$ cat src/rtl/y_rx_pkg.sv
// Shared types and helpers for the Y-side receive console.
package y_rx_pkg;

  typedef enum logic [1:0] {
    ST_IDLE,
    ST_ACK,
    ST_HOLD
  } state_t;

  // Bits needed to count 0..v-1; never less than 1.
  function automatic int unsigned clog2(input int unsigned v);
    int unsigned r;
    r = 0;
    for (int unsigned i = 0; i < 32; i++) begin
      if ((64'd1 << i) < 64'(v)) r = i + 1;
    end
    return (r == 0) ? 1 : r;
  endfunction

endpackage

$ cat src/rtl/btn_debounce.sv
// Synchronizes and debounces a raw board input; emits a one-cycle pulse
// on each debounced rising edge.
module btn_debounce
  import y_rx_pkg::*;
#(
  parameter int unsigned DB_CNT = 50000
) (
  input  logic clk_i,
  input  logic rst_i,
  input  logic btn_raw,
  output logic btn_db,
  output logic press
);

  localparam int unsigned CW = clog2(DB_CNT);

  logic          sync1;
  logic          btn_s;
  logic          db_q;
  logic [CW-1:0] cnt;

  always_ff @(posedge clk_i or negedge rst_i) begin
    if (!rst_i) begin
      sync1  <= 1'b0;
      btn_s  <= 1'b0;
      btn_db <= 1'b0;
      db_q   <= 1'b0;
      press  <= 1'b0;
      cnt    <= '0;
    end else begin
      sync1 <= btn_raw;
      btn_s <= sync1;
      // Accept the new level on the DB_CNT-th consecutive differing cycle.
      if (btn_s == btn_db) begin
        cnt <= '0;
      end else if (cnt == CW'(DB_CNT - 1)) begin
        btn_db <= btn_s;
        cnt    <= '0;
      end else begin
        cnt <= cnt + CW'(1);
      end
      db_q  <= btn_db;
      press <= btn_db & ~db_q;
    end
  end

endmodule

$ cat src/rtl/y_rx_console.sv
// Button-driven pop console for the four Y egress ports: one debounced press
// pops one word from the selected port; last word and pop count kept per port.
module y_rx_console
  import y_rx_pkg::*;
#(
  parameter int unsigned DW     = 4,
  parameter int unsigned DB_CNT = 50000,
  parameter int unsigned CNTW   = 8
) (
  input  logic            clk_i,
  input  logic            rst_i,
  input  logic            push_button,
  input  logic [1:0]      switch,
  input  logic [DW-1:0]   Y_dat_o_0,
  input  logic [DW-1:0]   Y_dat_o_1,
  input  logic [DW-1:0]   Y_dat_o_2,
  input  logic [DW-1:0]   Y_dat_o_3,
  input  logic            Y_validrx_0,
  input  logic            Y_validrx_1,
  input  logic            Y_validrx_2,
  input  logic            Y_validrx_3,
  output logic            Y_ackrx_0,
  output logic            Y_ackrx_1,
  output logic            Y_ackrx_2,
  output logic            Y_ackrx_3,
  output logic [DW-1:0]   LED,
  output logic [3:0]      valids,
  output logic [CNTW-1:0] count_o,
  output logic            miss_o
);

  logic            btn_db;
  logic            press;
  state_t          state;
  state_t          state_nxt;
  logic [1:0]      sel;
  logic [3:0]      vld;
  logic [3:0]      ack;
  logic [DW-1:0]   dat  [4];
  logic [DW-1:0]   last [4];
  logic [CNTW-1:0] cnt  [4];

  btn_debounce #(.DB_CNT(DB_CNT)) u_db (
    .clk_i   (clk_i),
    .rst_i   (rst_i),
    .btn_raw (push_button),
    .btn_db  (btn_db),
    .press   (press)
  );

  assign dat[0] = Y_dat_o_0;
  assign dat[1] = Y_dat_o_1;
  assign dat[2] = Y_dat_o_2;
  assign dat[3] = Y_dat_o_3;
  assign vld    = {Y_validrx_3, Y_validrx_2, Y_validrx_1, Y_validrx_0};
  assign valids = {Y_validrx_0, Y_validrx_1, Y_validrx_2, Y_validrx_3};

  always_comb begin
    state_nxt = state;
    ack       = '0;
    case (state)
      ST_IDLE: if (press) state_nxt = vld[switch] ? ST_ACK : ST_HOLD;
      ST_ACK: begin
        ack[sel]  = 1'b1;
        state_nxt = ST_HOLD;
      end
      ST_HOLD: if (!btn_db) state_nxt = ST_IDLE;
      default: state_nxt = ST_IDLE;
    endcase
  end

  always_ff @(posedge clk_i or negedge rst_i) begin
    if (!rst_i) begin
      state  <= ST_IDLE;
      sel    <= '0;
      miss_o <= 1'b0;
      for (int unsigned i = 0; i < 4; i++) begin
        last[i] <= '0;
        cnt[i]  <= '0;
      end
    end else begin
      state <= state_nxt;
      if (state == ST_IDLE && press) begin
        sel <= switch;
        if (!vld[switch]) miss_o <= 1'b1;
      end
      if (state == ST_ACK) begin
        last[sel] <= dat[sel];
        cnt[sel]  <= cnt[sel] + CNTW'(1);
        miss_o    <= 1'b0;
      end
    end
  end

  assign Y_ackrx_0 = ack[0];
  assign Y_ackrx_1 = ack[1];
  assign Y_ackrx_2 = ack[2];
  assign Y_ackrx_3 = ack[3];
  assign LED       = last[switch];
  assign count_o   = cnt[switch];

endmodule

$ cat config.mk
export PLATFORM = sky130hd
export DESIGN_NAME = y_rx_console
export DESIGN_NICKNAME = d
export VERILOG_FILES = /design/src/rtl/y_rx_pkg.sv /design/src/rtl/btn_debounce.sv /design/src/rtl/y_rx_console.sv
export SDC_FILE = /design/constraint.sdc
export NUM_CORES = 1
export LEC_CHECK = 0
export CORE_MARGIN = 2
export CORE_UTILIZATION = 25
export DETAILED_ROUTE_END_ITERATION = 12
export REMOVE_ABC_BUFFERS = 1
export SLEW_MARGIN = 15
export SYNTH_ARGS = -nofsm -noshare
export SYNTH_HDL_FRONTEND = slang
export SYNTH_HIERARCHICAL = 1
export SYNTH_SLANG_ARGS = --single-unit
$ cat constraint.sdc
create_clock -name clk_i -period 4.1 [get_ports clk_i]
set_input_delay 0.82 -clock clk_i [delete_from_list [all_inputs] [get_ports clk_i]]
set_output_delay 0.82 -clock clk_i [all_outputs]
set_load 0.02 [all_outputs]
Word-level counts from Yosys, hierarchy flattened:

Index checks and enable logic that the tools add are counted.

* bits in registers: 74
* bits of input ports: 25
* output and inout port bits: 21
* logic and storage cells: 77

* add/subtract/negate cells: 2
* magnitude comparators: 6
* eq/ne operators: 7
* muxes and demuxes: 32
* bitwise operators: 5
* reduce and logical (&&, ||, !) cells: 8

Operators by type and width (count)
* 8-bit two-way mux: 5
* 8-bit binary-select mux with 2-bit select: 2
* 32-bit bitwise mux: 1
* 16-bit two-way mux: 2
* 4-bit two-way mux: 6
* 16-bit by 1-bit adder with 16-bit output, second input constant: 1
* 4-bit binary-select mux with 2-bit select: 2
* 16-bit bitwise mux: 1
* 8-bit demux with 2-bit select: 1
* 16-bit == test, second input constant: 1
* 8-bit by 1-bit adder with 8-bit output, second input constant: 1
* 4-bit demux with 2-bit select: 1
* 3-bit >= comparator, second input constant: 2
* 2-bit by 3-bit < comparator with 1-bit output, second input constant: 2
* 2-bit two-way mux: 3
* 2-bit NOT with 3-bit output: 2
* 2-bit case mux with 3 select lines: 1
* 2-bit AND reduction: 3
* 1-bit two-way mux: 5
* 2-bit by 1-bit != test with 1-bit output, second input constant: 2
* 1-bit logical AND: 3
* 3-bit by 1-bit < comparator with 1-bit output, second input constant: 1
* 1-bit binary-select mux with 2-bit select: 1
* 1-bit demux with 2-bit select: 1
* 9 further kinds: 10

Depth between registers and ports, before layout:

Gate-level depths: netlist (run 1).

* depth after elaboration: 6
* depth in mapped cells: 7
* depth with buffers taken out: 5

Hierarchy:

The synthesis (run 1) kept the hierarchy.

Modules (own cells, without submodules)
* y_rx_console: instances 1, cells an instance 259, area each 2737.6 um2, seq. area each 1326.3 um2
* btn_debounce: instances 1, cells an instance 89, area each 967.2 um2, seq. area each 525.5 um2

Worst setup path after synthesis (run 1):

Ideal clock, no wire load.

* path type: in2out
* from: in switch[0]
* to: out LED[0]
* arrival time: 2012 ps
* data required time: 3280 ps
* path slack: 1268 ps
* stages: 3
* buffers on the path: 2
* path through: clkbuf_1 buf_2 mux4_2

* cells in the longest elaborated chain, start to end: 4

RTL lines
* from (decl): RTL line y_rx_console.sv:13 `input logic [1:0] switch,`
* 2-bit NOT with 3-bit output (implied by the code): RTL line y_rx_console.sv:99 `assign LED = last[switch];`
* 4-bit binary-select mux with 2-bit select: RTL line y_rx_console.sv:99
* 4-bit two-way mux (implied by the code) (2 in a row): RTL line y_rx_console.sv:99
* to (decl): RTL line y_rx_console.sv:26 `output logic [DW-1:0] LED,`

No other way between the ends. The select of a mux whose other input is x is not followed.

Final worst setup path (run 1):

* from: in switch[0]
* to: out count_o[1]

* cells in the longest elaborated chain, start to end: 4

RTL lines
* 2-bit NOT with 3-bit output (implied by the code): RTL line y_rx_console.sv:100 `assign count_o = cnt[switch];`
* 8-bit binary-select mux with 2-bit select: RTL line y_rx_console.sv:100
* 8-bit two-way mux (implied by the code) (2 in a row): RTL line y_rx_console.sv:100
* to (decl): RTL line y_rx_console.sv:28 `output logic [CNTW-1:0] count_o,`

No other way between the ends. The select of a mux whose other input is x is not followed.

==> results.py, run 1 <==
metrics = {
    "pwr": {
        "finalPower_mw": 1.51,
        "pwr_density_cell_mw_per_mm2": 328,
        "vdd_ir_drop_max_uv": 169,
        "leakagePower_nw": 1.92,
    },
    "worst_setup_path": {
        "worstPathArrival_ns": 2.68,
        "crit_start": "switch[0]",
        "r2r-end": "cnt[26]",
        "endpoint": "count_o[1]",
        "r2r.worst_path.cells": 4,
        "rrSetupSlack_ns": 1.77,
        "worstPathMaxFanout": 14,
        "crit_type": "primary input to output pin",
        "end_kind": "output pin",
        "worstPathRequired_ns": 3.28,
        "start_kind": "primary input",
        "r2r_start": "sel[0]",
    },
    "timing": {
        "setup_viol": 0,
        "slew-limit-headroom_pct": 53.7,
        "finalCriticalPeriod_ns": 3.50,
        "hold_ws_ns": 0.347,
        "fin_worst_skew_ns": 0.00560,
        "fin_crit_sh_pct": 85.4,
        "hold_viol": 0,
        "fmax_mhz": 286,
        "max_slew.worst_pin.slew_ns": 0.694,
        "setup_tns_ns": 0,
        "fin_ws_ns": 0.599,
        "maxSlewViolCount": 0,
        "rsz0062_at_grt": "no",
    },
    "cells_and_area": {
        "drive_above_1_share_pct": 12.3,
        "seq_area_mm2": 0.00185,
        "layout_commonest_cell": "nand2_1",
        "nFillCells": 1436,
        "mostFrequentLayoutCells": "nand2_1 (90), dfrtp_1 (74), clkdlybuf4s50_1 (44), nor2_1 (22), nand3_1 (19)",
        "antenna_cells": 0,
        "multi_input_area_mm2": 0.00171,
        "final_util_pct": 31.7,
        "area_growth_pct": 24.0,
        "fin_nets": 421,
        "final_area_mm2": 0.00460,
        "final_cells": 581,
    },
    "placed_design": {
        "hpwlAfterDp_um": 6060,
        "preCtsSetupSlack_ns": 0.573,
        "port_buffers": 45,
        "gp_congestion": 0.844,
        "placed_area_mm2": 0.00434,
        "place_inst": 567,
    },
    "clocking": {
        "clk_pin_slew_worst_paths_ns": 0.06,
        "clock_path_buffers": 2,
        "postCtsHoldBufs": 0,
        "root_buffer": "clkbuf_16",
        "cts_sinks": 74,
        "cts-buffers-inserted": 9,
        "clock_latency_ns": 0.33,
        "htree_num_levels": 3,
        "cts_tree": "done",
        "post_cts_buffers": 0,
        "cts_resized": 0,
    },
    "global_routing": {
        "grt_pass1_wl_um": 14800,
        "antenna_found_initial": 0,
        "first_global_vias": 2844,
        "grt_overflow": 0,
        "grt_max_degree": 45,
        "grt_usage_pct": 11.7,
    },
    "detailed_routing": {
        "wl_per_cell_um": 15.3,
        "ant_nets": 0,
        "drc": 0,
        "dr.pass1.iters": 4,
        "wirelength_um": 8890,
        "via_per_inst": 4.85,
        "drt_iter0_drc": 196,
        "num_vias": 2817,
    },
    "logic_synthesis": {
        "ys_seq_area_share_pct": 50.0,
        "synth-edff-count": 0,
        "synth-main-ff-cell": "dfrtp_1",
        "ys_types": 42,
        "synth_top_area_share_pct": 50.0,
        "syn_inst": 348,
        "synthArstFlopShare_pct": 100,
        "netlist_top_cells_area": "dfrtp_1 (50%), mux4_2 (10%), nand2_1 (9.1%), mux4_1 (2.8%), nand3_1 (2.6%)",
        "netlist_area_mm2": 0.00370,
        "synth_area_leader_cell": "dfrtp_1",
        "synth_seq_cells": 74,
        "yosys_warnings": 6,
        "syn_area_per_cell_um2": 10.6,
    },
    "floorplan": {
        "core_area_mm2": 0.0145,
        "initial_core_util_pct": 25.6,
        "pin_count": 46,
        "die-area_mm2": 0.0158,
        "die_x_um": 126,
        "fp.dieH_um": 126,
        "num_rows": 44,
    },
    "min_path": {
        "min_path_type": "flop to flop",
        "hp-start": "u_db/sync1",
    },
    "status": {
        "outcome": "finished, final reports clean",
    },
    "job": {
        "drv_cap": 0,
    },
}
cell type report:
| class | count | area share, % |
|---|---|---|
| Inverter | 8 | 0.653 |
| Sequential cell | 74 | 40.3 |
| Timing Repair Buffer | 54 | 11.2 |
| Clock inverter | 4 | 0.436 |
| Multi-Input combinational cell | 247 | 37.2 |
| Tap cell | 184 | 5.01 |
| Clock buffer | 10 | 5.20 |
registers in the layout, indices dropped and copies added, names as in the netlist:
signal       count
cnt             32
last            16
u_db/cnt        16
sel              2
state            2
miss_o           1
u_db/btn_db      1
u_db/btn_s       1
u_db/db_q        1
u_db/press       1
u_db/sync1       1
cells in the mapped netlist (2+ instances only):
library cell   n
mux4_1         4
buf_6          3
mux4_2        17
a31oi_1        4
or4_1         10
inv_1          5
ha_1           2
xor2_1         9
a21oi_1        5
buf_2          2
buf_4          4
o21ai_0       16
or3_1          2
clkbuf_1       9
o211ai_1       9
nor2_1        22
nor4_1         2
nand2_1       90
mux2_2         2
nand3_1       19
nor3_1         3
clkinv_1       3
xnor2_1        8
nand4_1        7
dfrtp_1       74
power by group:
group / internal (mW) / switching (mW) / total, mW
Clock: 0.414 / 0.286 / 0.701
Combinational: 0.0337 / 0.0347 / 0.0684
Sequential: 0.734 / 0.00315 / 0.737
critical path, stage by stage:
cell and delay [ns]:
clkdlybuf4s50_1 0.46, buf_4 0.29, mux4_2 0.56, clkdlybuf4s50_1 0.55
kinds of logic after synthesis:
| group | Yosys count | synth area share, % |
|---|---|---|
| multiplexers | 24 | 14.2 |
| XOR/XNOR | 17 | 4.02 |
| flip-flops | 74 | 50.0 |
| AO/OA/AOI/OAI | 35 | 5.54 |
| adder cells (fa/ha/maj) | 2 | 0.675 |
| buffers and inverters | 27 | 3.82 |
| AND/OR/NAND/NOR | 169 | 21.8 |
worst min path at each step:
stage	end	depth (start not counted)
floorplan	u_db/btn_s	0
global placement	u_db/btn_s	0
detailed placement	u_db/btn_s	0
CTS	u_db/btn_s	0
global route	u_db/btn_s	0
finish	u_db/btn_s	0
layer usage:
layer / up-vias / wire length, um / GRT usage (%)
met4: 0 / 54 / 2.84
met2: 56 / 4460 / 20.1
met1: 1430 / 4000 / 14.9
li1: 1325 / - / -
met3: 6 / 368 / 3.02
met5: - / 0 / 0
(Power assumes the default switching activity.)
==> run 2, diff against run 1 <==
- CTS_BUF_LIST: unset -> sky130_fd_sc_hd__clkbuf_16
- SYNTH_HIERARCHICAL: 1 -> unset
==> run 2 against run 1 <==
Compared with the run above: fmax is 1.0% lower; non-clock buffer count stayed put; routed wire length is 6.2% lower; highest routed layer unchanged.
==> results.py, run 2 <==
metrics = {
    "cells_and_area": {
        "final_cells": 571,
        "area_growth_pct": 25.9,
        "final_util_pct": 32.4,
        "fin_nets": 414,
        "drive_above_1_share_pct": 12.3,
        "layout_commonest_cell": "nand2_1",
        "mostFrequentLayoutCells": "nand2_1 (90), dfrtp_1 (74), clkdlybuf4s50_1 (44), nor2_1 (24), o21ai_0 (20)",
        "antenna_cells": 0,
        "final_area_mm2": 0.00454,
        "reg_top3": "cnt x32, last x16, u_db.cnt x16",
        "largest_reg_flops": 32,
        "largest-register": "cnt",
    },
    "timing": {
        "fin_ws_ns": 0.563,
        "fin_worst_skew_ns": 0.00485,
        "fmax_mhz": 283,
        "setup_viol": 0,
        "hold_viol": 0,
        "finalCriticalPeriod_ns": 3.54,
        "maxSlewViolCount": 0,
        "slew-limit-headroom_pct": 33.4,
        "max_slew.worst_pin.slew_ns": 0.998,
        "setup_tns_ns": 0,
        "fin_crit_sh_pct": 86.3,
        "hold_ws_ns": 0.346,
        "rsz0062_at_grt": "no",
    },
    "global_routing": {
        "grt_overflow": 0,
        "grt_pass1_wl_um": 13800,
        "antenna_found_initial": 0,
        "top_usage_layer": "met2",
        "grtUsageMet2_pct": 18.2,
        "grt_use_met1_pct": 16.2,
        "first_global_vias": 2695,
        "grt_max_degree": 44,
        "grt_usage_pct": 11.8,
        "use_met3_pct": 3.25,
    },
    "worst_setup_path": {
        "crit_type": "primary input to output pin",
        "worstPathArrival_ns": 2.72,
        "worstPathRequired_ns": 3.28,
        "critical_path.max_stage_delay_ns": 0.57,
        "worstPathMaxFanout": 14,
        "end_kind": "output pin",
        "path_common_cell": "clkdlybuf4s50_1",
        "cp_slowest_cell": "clkdlybuf4s50_1",
        "start_kind": "primary input",
        "worstPathCellList": "clkdlybuf4s50_1 -> buf_4 -> mux4_2 -> clkdlybuf4s50_1",
    },
    "logic_synthesis": {
        "synth-edff-count": 0,
        "synth_top_cells_by_count": "nand2_1 (90), dfrtp_1 (74), nor2_1 (24)",
        "yosys_warnings": 0,
        "netlist_top_cells_area": "dfrtp_1 (51%), mux4_2 (11%), nand2_1 (9.4%), o21ai_0 (2.8%), xnor2_1 (2.7%)",
        "synthArstFlopShare_pct": 100,
        "synth_seq_cells": 74,
        "syn_inst": 339,
        "ys_seq_area_share_pct": 51.4,
        "ys_types": 35,
        "netlist_area_mm2": 0.00360,
        "synth_area_leader_cell": "dfrtp_1",
        "syn_area_per_cell_um2": 10.6,
        "post-synth-top-count-cell": "nand2_1",
        "synth-main-ff-cell": "dfrtp_1",
        "synth_top_area_share_pct": 51.4,
    },
    "detailed_routing": {
        "ant_nets": 0,
        "wl_per_cell_um": 14.6,
        "dr.pass1.iters": 4,
        "drc": 0,
        "via_per_inst": 4.69,
        "drt_iter0_drc": 127,
        "wirelength_um": 8340,
        "num_vias": 2677,
    },
    "clocking": {
        "cts_resized": 0,
        "root_buffer": "clkbuf_16",
        "clock_latency_ns": 0.33,
        "post_cts_buffers": 0,
        "cts_tree": "done",
        "clock_path_buffers": 2,
        "postCtsHoldBufs": 0,
        "cts-buffers-inserted": 9,
        "htree_num_levels": 3,
        "clk_pin_slew_worst_paths_ns": 0.05,
        "cts_sinks": 74,
    },
    "pwr": {
        "leakagePower_nw": 1.90,
        "vdd_ir_drop_max_uv": 165,
        "finalPower_mw": 1.57,
        "pwr_density_cell_mw_per_mm2": 346,
    },
    "floorplan": {
        "die_x_um": 124,
        "num_rows": 43,
        "die-area_mm2": 0.0154,
        "initial_core_util_pct": 25.8,
        "pin_count": 46,
        "fp.dieH_um": 124,
        "core_area_mm2": 0.0140,
    },
    "placed_design": {
        "preCtsSetupSlack_ns": 0.552,
        "hpwlAfterDp_um": 5690,
        "place_inst": 556,
        "placed_area_mm2": 0.00425,
        "port_buffers": 45,
        "gp_congestion": 0.768,
    },
    "status": {
        "outcome": "finished, final reports clean",
    },
    "job": {
        "drv_cap": 0,
    },
    "min_path": {
        "min_path_type": "flop to flop",
    },
}
## run 2: changes by cell type after synthesis, sizes merged, moves of 3 or more
cell,change
or4,-5
o21ai,+4
o211ai,-4
nand3,-4
buf,-3
xor2,-4
a31oi,+3
inv,+4
xnor2,+3
## run 2: worst paths after layout
path,start,end,slack [ns],cells past startpoint
max,switch[0],count_o[1],0.56,4
min,u_db.sync1,u_db.btn_s,0.35,0
max reg2reg,sel[0],cnt[28],1.78,5
min reg2reg,u_db.sync1,u_db.btn_s,0.35,0
max in group asynchronous,rst_i,u_db.cnt[5],2.47,2
min in group asynchronous,rst_i,last[3],0.65,1
## run 2: layout make-up
class	instances	area, um^2
clock buffers	9	225
clock inverters	6	58.8
fillers	1435	9450
inverters	10	37.5
multi-input cells	238	1620
flip-flops and latches	74	1850
well taps	180	225
repair buffers	54	513
## run 2: report_power, final
part	switching (mW)	total, mW	internal [mW]
clock network	0.290	0.753	0.463
registers	0.00812	0.743	0.735
logic	0.0349	0.0719	0.0370
total	0.333	1.57	1.23
## run 2: layer usage
layer | up-vias | wire [um] | share of wire, %
met5 | - | 0 | 0
met2 | 80 | 3840 | 46
met4 | 0 | 95 | 1.1
met1 | 1305 | 3840 | 46
met3 | 8 | 562 | 6.7
li1 | 1284 | - | -
## run 2: critical path, delay by kind of cell
| family | cells | cell delay (ns) |
|---|---|---|
| buf+inv | 3 | 1.33 |
| mux | 1 | 0.56 |
## run 2: cells by family (layout without fill, tap and decap cells)
| kind of cell | count (synthesis) | in the layout | synth area share (%) |
|---|---|---|---|
| simple gates | 159 | 159 | 20.3 |
| flops | 74 | 74 | 51.4 |
| compound gates | 37 | 37 | 5.84 |
| buf+inv | 27 | 79 | 3.51 |
| mux | 24 | 24 | 14.4 |
| xor+xnor | 16 | 16 | 3.89 |
| fa+ha+maj | 2 | 2 | 0.695 |
